### config.mk
export PLATFORM = sky130hd
export DESIGN_NAME = alarm_ring_ctrl
export DESIGN_NICKNAME = d
export VERILOG_FILES = /design/src/rtl/alarm_pkg.sv /design/src/rtl/bcd_hhmm_match.sv /design/src/rtl/alarm_ring_ctrl.sv
export SDC_FILE = /design/constraint.sdc
export NUM_CORES = 1
export LEC_CHECK = 0
export BUFFER_PORTS_ARGS = -buffer_cell sky130_fd_sc_hd__clkbuf_2
export CORE_ASPECT_RATIO = 0.75
export CORE_MARGIN = 5
export CORE_UTILIZATION = 47
export DETAILED_ROUTE_END_ITERATION = 8
export GPL_TIMING_DRIVEN = 0
export PLACE_DENSITY = 0.82
export SYNTH_ARGS = -nofsm -noshare
export SYNTH_HDL_FRONTEND = slang
export SYNTH_SLANG_ARGS = --single-unit
export TNS_END_PERCENT = 5
### constraint.sdc
create_clock -name clk -period 6.3 [get_ports clk]
set_input_delay 1.26 -clock clk [delete_from_list [all_inputs] [get_ports clk]]
set_output_delay 1.26 -clock clk [all_outputs]
set_load 0.1 [all_outputs]
### src/rtl/alarm_pkg.sv
// Shared types and default timing constants for the alarm ring controller
// and its BCD time-compare helper.
package alarm_pkg;

   typedef enum logic [1:0] {
      StIdle,
      StRinging,
      StSnooze
   } alarm_state_e;

   typedef logic [3:0] bcd_digit_t;

   localparam int unsigned RingSecsDefault   = 60;
   localparam int unsigned SnoozeSecsDefault = 300;
   localparam int unsigned MaxSnoozeDefault  = 3;

   function automatic int unsigned max_u(input int unsigned a, input int unsigned b);
      return (a > b) ? a : b;
   endfunction

endpackage

### src/rtl/bcd_hhmm_match.sv
// Combinational HH:MM equality of two 4-digit BCD times; digits are compared
// bitwise, so invalid codes are not normalised.
module bcd_hhmm_match (
   input  logic [3:0] t_first_i,
   input  logic [3:0] t_second_i,
   input  logic [3:0] t_third_i,
   input  logic [3:0] t_fourth_i,
   input  logic [3:0] a_first_i,
   input  logic [3:0] a_second_i,
   input  logic [3:0] a_third_i,
   input  logic [3:0] a_fourth_i,
   output logic       match_o
);

   assign match_o = (t_first_i  == a_first_i)  &&
                    (t_second_i == a_second_i) &&
                    (t_third_i  == a_third_i)  &&
                    (t_fourth_i == a_fourth_i);

endmodule

### src/rtl/alarm_ring_ctrl.sv
// Alarm ring/snooze/timeout controller. Define ALARM_BEEP_EN for a 0.5 Hz
// on/off buzzer while ringing; otherwise the buzzer is a steady tone.
module alarm_ring_ctrl
   import alarm_pkg::*;
#(
   parameter int unsigned RING_SECS   = RingSecsDefault,
   parameter int unsigned SNOOZE_SECS = SnoozeSecsDefault,
   parameter int unsigned MAX_SNOOZE  = MaxSnoozeDefault
) (
   input  logic       clk,
   input  logic       rst,
   input  logic       tick_1hz,
   input  logic       alarm_en,
   input  logic       mode_alarm,
   input  logic [3:0] t_first,
   input  logic [3:0] t_second,
   input  logic [3:0] t_third,
   input  logic [3:0] t_fourth,
   input  logic [3:0] a_first,
   input  logic [3:0] a_second,
   input  logic [3:0] a_third,
   input  logic [3:0] a_fourth,
   input  logic       stop_pulse,
   input  logic       snooze_pulse,
   output logic       buzzer,
   output logic       ringing,
   output logic       snoozing,
   output logic [1:0] snooze_cnt
);

   localparam int unsigned TimerMax = max_u(RING_SECS, SNOOZE_SECS);
   localparam int unsigned TimerW   = (TimerMax > 1) ? $clog2(TimerMax) : 1;
   localparam logic [TimerW-1:0] RingLast   = TimerW'(RING_SECS - 1);
   localparam logic [TimerW-1:0] SnoozeLast = TimerW'(SNOOZE_SECS - 1);
   localparam logic [1:0]        MaxCnt     = 2'(MAX_SNOOZE);

   alarm_state_e      state_q, state_d;
   logic [TimerW-1:0] timer_q, timer_d;
   logic [1:0]        snooze_cnt_q, snooze_cnt_d;
   logic              match_q, match_d;
   logic              buzzer_q, buzzer_d;
   logic              ringing_q, ringing_d;
   logic              snoozing_q, snoozing_d;
   logic              time_eq;
   logic              trigger;

   bcd_hhmm_match u_match (
      .t_first_i  (t_first),
      .t_second_i (t_second),
      .t_third_i  (t_third),
      .t_fourth_i (t_fourth),
      .a_first_i  (a_first),
      .a_second_i (a_second),
      .a_third_i  (a_third),
      .a_fourth_i (a_fourth),
      .match_o    (time_eq)
   );

   assign match_d = time_eq && alarm_en && !mode_alarm;
   // Edge of the match: one trigger per matching minute.
   assign trigger = match_d && !match_q;

   always_comb begin
      state_d      = state_q;
      timer_d      = timer_q;
      snooze_cnt_d = snooze_cnt_q;

      case (state_q)
         StIdle: begin
            if (trigger) begin
               state_d      = StRinging;
               timer_d      = '0;
               snooze_cnt_d = '0;
            end
         end
         StRinging: begin
            if (stop_pulse) begin
               state_d = StIdle;
            end else if (snooze_pulse) begin
               if (snooze_cnt_q < MaxCnt) begin
                  state_d      = StSnooze;
                  snooze_cnt_d = snooze_cnt_q + 2'd1;
                  timer_d      = '0;
               end else begin
                  state_d = StIdle;
               end
            end else if (tick_1hz) begin
               if (timer_q >= RingLast) begin
                  state_d = StIdle;
               end else begin
                  timer_d = timer_q + 1'b1;
               end
            end
         end
         StSnooze: begin
            if (stop_pulse) begin
               state_d = StIdle;
            end else if (tick_1hz) begin
               if (timer_q >= SnoozeLast) begin
                  state_d = StRinging;
                  timer_d = '0;
               end else begin
                  timer_d = timer_q + 1'b1;
               end
            end
         end
         default: state_d = StIdle;
      endcase

      if (!alarm_en) begin
         state_d = StIdle;
      end
      if (state_d == StIdle) begin
         timer_d      = '0;
         snooze_cnt_d = '0;
      end
   end

   always_comb begin
      ringing_d  = (state_d == StRinging);
      snoozing_d = (state_d == StSnooze);
`ifdef ALARM_BEEP_EN
      buzzer_d = 1'b0;
      if (state_d == StRinging) begin
         // Start on at entry, then flip once per second.
         if (state_q != StRinging) begin
            buzzer_d = 1'b1;
         end else begin
            buzzer_d = tick_1hz ? !buzzer_q : buzzer_q;
         end
      end
`else
      buzzer_d = ringing_d;
`endif
   end

   always_ff @(posedge clk) begin
      if (rst) begin
         state_q      <= StIdle;
         timer_q      <= '0;
         snooze_cnt_q <= '0;
         match_q      <= 1'b0;
         buzzer_q     <= 1'b0;
         ringing_q    <= 1'b0;
         snoozing_q   <= 1'b0;
      end else begin
         state_q      <= state_d;
         timer_q      <= timer_d;
         snooze_cnt_q <= snooze_cnt_d;
         match_q      <= match_d;
         buzzer_q     <= buzzer_d;
         ringing_q    <= ringing_d;
         snoozing_q   <= snoozing_d;
      end
   end

   assign buzzer     = buzzer_q;
   assign ringing    = ringing_q;
   assign snoozing   = snoozing_q;
   assign snooze_cnt = snooze_cnt_q;

endmodule

After elaboration in Yosys (flattened, before gate mapping)
Cells that the tools add are included.
{"block": "totals", "ff_bits": 16, "elab_cells": 69}
{"block": "op_classes", "n_addsub": 2, "magnitude_cmp": 3, "n_eq_ne": 17, "muxes": 26, "reduce_logical": 15}
{"cell": "$mux 9", "count": 9}
{"cell": "$mux 2", "count": 14}
{"cell": "$pmux 9 s3", "count": 1}
{"cell": "$eq 4x4->1", "count": 4}
{"cell": "$ne 2x2->1 const B", "count": 6}
{"cell": "$add 9x1->9 const B", "count": 1}
{"cell": "$ge 9x6->1 const B", "count": 1}
{"cell": "$ge 9x9->1 const B", "count": 1}
{"cell": "$ne 3x3->1 const B", "count": 3}
{"cell": "$reduce_and 8->1", "count": 1}
{"cell": "$logic_and 1x1->1", "count": 6}
{"cell": "$pmux 2 s3", "count": 1}
{"cell": "$reduce_and 5->1", "count": 1}
{"cell": "$eq 2x1->1 const B", "count": 2}
{"cell": "$eq 2x2->1 const B", "count": 2}
{"cell": "$logic_not 2->1", "count": 2}
{"cell": "$pmux 2 s2", "count": 1}
{"cell": "$reduce_bool 3->1", "count": 1}
{"cell": "$add 2x1->2 const B", "count": 1}
{"cell": "$logic_not 1->1", "count": 2}
{"cell": "$lt 2x2->1 const B", "count": 1}
{"cell": "$reduce_bool 2->1", "count": 1}
{"cell": "$reduce_or 2->1", "count": 1}

Longest topological paths before layout
{"block": "depth", "word_depth": 12, "mapped_depth": 9, "mapped_depth_nobuf": 8}

Cells and area by module
A second synthesis with hierarchy kept.
{"block": "hier_totals", "hier_cells": 152, "area_unflattened_um2": 1224.9}
{"module": "alarm_ring_ctrl", "instances": 1, "cells_each": 131, "area_per_inst_um2": 1047.3, "seq_area_each_um2": 320.3}
{"module": "bcd_hhmm_match", "instances": 1, "cells_each": 21, "area_per_inst_um2": 177.7, "seq_area_each_um2": 0.0}

Least setup slack after synthesis
No wires, ideal clock.
{"block": "synth_timing", "path_type": "input-to-reg", "start": "input a_second[3]", "end": "register timer_q[0]", "arrival_time_ns": 2.894, "required_time_ns": 6.213, "setup_slack_ns": 3.320, "path_stages": 6, "path_buffers": 0, "cell_sequence": "xor2_1 a2111oi_2 nand3_1 o31a_1 or4_4 a221oi_2"}
{"block": "synth_between", "elab_chain_len": 12, "word_cells_on_any_way": 14, "classes_between": "eq/ne: 2; mux: 3; reduce/logical: 9"}
{"item": "start: declaration", "line_no": "alarm_ring_ctrl.sv:20", "rtl": "input logic [3:0] a_second,"}
{"item": "$eq 4x4->1 *", "line_no": "bcd_hhmm_match.sv:16", "rtl": "(t_second_i == a_second_i) &&"}
{"item": "$logic_and 1x1->1 *", "line_no": "bcd_hhmm_match.sv:15", "rtl": "assign match_o = (t_first_i == a_first_i) &&"}
{"item": "$logic_and 1x1->1 *", "line_no": "bcd_hhmm_match.sv:16"}
{"item": "$logic_and 1x1->1 *", "line_no": "bcd_hhmm_match.sv:17", "rtl": "(t_third_i == a_third_i) &&"}
{"item": "$logic_and 1x1->1 * (2 in series)", "line_no": "alarm_ring_ctrl.sv:59", "rtl": "assign match_d = time_eq && alarm_en && !mode_alarm;"}
{"item": "$logic_and 1x1->1 *", "line_no": "alarm_ring_ctrl.sv:61", "rtl": "assign trigger = match_d && !match_q;"}
{"item": "$mux 2", "line_no": "alarm_ring_ctrl.sv:70", "rtl": "if (trigger) begin"}
{"item": "$pmux 2 s3", "line_no": "alarm_ring_ctrl.sv:68", "rtl": "case (state_q)"}
{"item": "$mux 2", "line_no": "alarm_ring_ctrl.sv:110", "rtl": "if (!alarm_en) begin"}
{"item": "$logic_not 2->1", "line_no": "alarm_ring_ctrl.sv:113", "rtl": "if (state_d == StIdle) begin"}
{"item": "$reduce_or 2->1 (no line)"}
{"item": "end signal: assignment", "line_no": "alarm_ring_ctrl.sv:148", "rtl": "timer_q <= timer_d;"}
{"item": "end: declaration", "line_no": "alarm_ring_ctrl.sv:38", "rtl": "logic [TimerW-1:0] timer_q, timer_d;"}
Mark *: on every way between the ends. The rest lies on a longest branch, timed or not.
A chain may end at the register's enable or synchronous reset.

Worst setup path in the final report
{"block": "layout_timing", "start": "input stop_pulse", "end": "register timer_q[7]"}
{"block": "layout_between", "elab_chain_len": 5, "word_cells_on_any_way": 9, "classes_between": "eq/ne: 2; mux: 4; reduce/logical: 3"}
{"item": "start: declaration", "line_no": "alarm_ring_ctrl.sv:23", "rtl": "input logic stop_pulse,"}
{"item": "$mux 2 (on tied branches)", "line_no": "alarm_ring_ctrl.sv:96, alarm_ring_ctrl.sv:77"}
{"item": "$pmux 2 s3", "line_no": "alarm_ring_ctrl.sv:68"}
{"item": "$mux 2", "line_no": "alarm_ring_ctrl.sv:110"}
{"item": "$logic_not 2->1", "line_no": "alarm_ring_ctrl.sv:113"}
{"item": "$reduce_or 2->1 (no line)"}
Parallel ways exist; a longest one is shown, timed or not.

==> impl_metrics.json <==
{
  "synth.avg_cell_area_um2": 8.92,
  "path_cells": "clkbuf_2 > nor3b_4 > nor2b_2 > a2bb2oi_1 > nor3_1 > nand4_1 > a221oi_2",
  "finalSetupViolCount": 0,
  "layout.cells.most_common": "clkbuf_2",
  "rsz0062_at_grt": "no",
  "dp.cells": 237,
  "peakVddDrop_uv": 93.5,
  "vias": 1358,
  "synth_cell_types": 48,
  "synth_fp_nets": 202,
  "core_mm2": 0.00289,
  "max_freq_mhz": 323,
  "final_cell_mix": "clkbuf_2 (43), dfxtp_1 (16), nor2_1 (12)",
  "finClkSkew_ns": 0.00619,
  "worstPathRequired_ns": 6.46,
  "clock_path_buffers": 2,
  "drive_above_1_share": 0.350,
  "antenna_found_initial": 0,
  "rows": 17,
  "grt_overflow": 0,
  "ys_seq_area_frac": 0.230,
  "cp_slowest_cell": "nor3_1",
  "cts_post_setup_buffers_inserted": 0,
  "dpl.hpwl_um": 2810,
  "worstMarginPinSlew_ns": 0.962,
  "drt_iter0_markers": 56,
  "ys_warn_count": 0,
  "antenna_cells": 0,
  "worstSetupEndpoint": "timer_q[7]",
  "drv_slew": 0,
  "nets": 250,
  "cts_hold_buf": 0,
  "min_period_ns": 3.09,
  "routed_via_density": 5.63,
  "cap_violations": 0,
  "track_usage": 0.176,
  "wirelength_um": 3570,
  "firstDrtPassIters": 4,
  "cts.sinks": 16,
  "grt_pass1_vias": 1368,
  "postSynthCellCount": 156,
  "crit_path_max_fanout": 8,
  "io_buffers": 43,
  "maxSlewHeadroom": 0.353,
  "clock_latency_ns": 0.25,
  "synth_edf_count": 0,
  "htreeDepth": 1,
  "gp_congestion": 0.887,
  "wire_per_inst_um": 14.8,
  "fin_cells": 241,
  "cts_resized": 0,
  "cp-end-kind": "flip-flop",
  "period_share": 0.491,
  "fillers": 273,
  "area_delta_synth_final_pct": 22.8,
  "drc": 0,
  "r2r-start": "state_q[1]",
  "cp-startpoint": "stop_pulse",
  "hold_path_class": "reg -> reg",
  "p_leak_nw": 0.715,
  "cpPeakStageDelay_ns": 0.78,
  "antenna_left": 0,
  "crit_type": "in -> reg",
  "ys_ff_latch": 16,
  "start_util": 0.481,
  "clk_pin_slew_ns": 0.07,
  "syn_area_mm2": 0.00139,
  "start_kind": "input port",
  "reg2reg_slack_ns": 3.63,
  "utilization": 0.591,
  "die-area_mm2": 0.00416,
  "cts_root_buffer": "clkbuf_8",
  "grt_start_max_net_pins": 11,
  "async_reset_ff_frac": 0,
  "tns_ns": 0,
  "worstPathArrival_ns": 3.25,
  "status": "finished, final reports clean",
  "ys.flop_type": "dfxtp_1",
  "die_x_um": 72.8,
  "grt_pass1_wl_um": 5940,
  "pin_count": 44,
  "dieHeight_um": 57.1,
  "hold_viol_final": 0,
  "rr_endpoint": "timer_q[7]",
  "cts-buffers-inserted": 3,
  "p_per_area_mw_per_mm2": 129,
  "r2r.worst_path.cells": 7,
  "tritoncts": "built"
}
stage by stage:
stage / hold WS, ns / setup slack, ns / area [µm²] / power (mW)
6_report: 0.538 / 3.21 / 1710 / 0.221
4_1_cts: 0.538 / 3.26 / 1710 / 0.223
5_1_grt: 0.578 / 3.09 / 1710 / 0.231
2_1_floorplan: 0.501 / 3.32 / 1390 / 0.115
3_5_place_dp: 0.529 / 3.03 / 1650 / 0.131
3_3_place_gp: 0.508 / 3.07 / 1650 / 0.131
sequential cells by signal (all words and copies together), names as in the netlist:
| signal | count |
|---|---|
| state_q | 2 |
| snooze_cnt | 2 |
| timer_q | 9 |
| snoozing | 1 |
| ringing | 1 |
| match_q | 1 |
worst max-delay path, delay by kind of cell:
kind                   cells  cell delay, ns
AO/OA/AOI/OAI              2            0.44
buffers and inverters      1            0.14
AND/OR/NAND/NOR            4            1.41
area by class of cell:
type	instances	area [µm²]	area share
multi-input cells	126	993	0.581
repair buffers	43	215	0.126
clock buffers	4	55.1	0.0322
plain buffers	8	55.1	0.0322
well taps	38	47.5	0.0278
flip-flops and latches	16	320	0.187
inverters	6	22.5	0.0132
where the power goes:
part           switching (mW)  internal, mW  total (mW)
clock network          0.0370        0.0555      0.0925
logic                  0.0125        0.0152      0.0277
registers         0.000000154         0.101       0.101
how the worst min path moves through the flow:
stage	startpoint	endpoint	slack [ns]	cells past startpoint
after floorplan	timer_q[8]	timer_q[8]	0.50	2
after global placement	snooze_cnt[1]	snooze_cnt[1]	0.51	2
after detailed placement	snooze_cnt[0]	snooze_cnt[0]	0.53	2
after CTS	snooze_cnt[0]	snooze_cnt[0]	0.54	2
after global routing	snooze_cnt[0]	snooze_cnt[0]	0.58	2
final	snooze_cnt[0]	snooze_cnt[0]	0.54	2
logic make-up (layout without fill, tap and decap cells):
family                   after synthesis  count (layout)  synth area share
AO/OA/AOI/OAI                         42              42             0.280
buffers and inverters                 14              61            0.0558
AND/OR/NAND/NOR                       61              61             0.270
multiplexers                           1               1           0.00719
flip-flops                            16              16             0.230
XOR/XNOR                              15              15            0.0944
adder cells (fa/ha/maj)                7               7            0.0629
synthesized netlist by cell type, types with 2 or more instances:
cell / count / area (µm²)
o31ai_1: 8 / 60.1
buf_2: 2 / 10.0
o31a_1: 2 / 17.5
a221oi_1: 5 / 43.8
and2b_1: 2 / 15.0
inv_1: 6 / 22.5
nor4_1: 2 / 12.5
nor3_1: 3 / 15.0
a221oi_2: 6 / 90.1
o21ai_0: 4 / 20.0
nor2b_1: 5 / 31.3
xor2_1: 11 / 96.3
nand3_1: 4 / 20.0
clkbuf_1: 2 / 7.51
nor3b_2: 2 / 25.0
nand4_1: 10 / 62.6
or3_1: 2 / 12.5
buf_6: 2 / 22.5
and2_1: 4 / 25.0
a211oi_1: 2 / 15.0
nand2_1: 5 / 18.8
buf_4: 2 / 15.0
and3_1: 4 / 25.0
xnor2_1: 4 / 35.0
ha_1: 7 / 87.6
nand4b_1: 2 / 17.5
dfxtp_1: 16 / 320
nor2_1: 12 / 45.0
metal layers:
metal | share of wire | wire [µm] | GRT usage | vias to the layer above
li1 | - | - | - | 699
met1 | 0.47 | 1660 | 0.245 | 611
met2 | 0.47 | 1680 | 0.276 | 44
met3 | 0.059 | 210 | 0.0423 | 4
met4 | 0.0050 | 18 | 0.0316 | 0
met5 | 0 | 0 | 0 | -
Power figures use the tool's default switching activity.
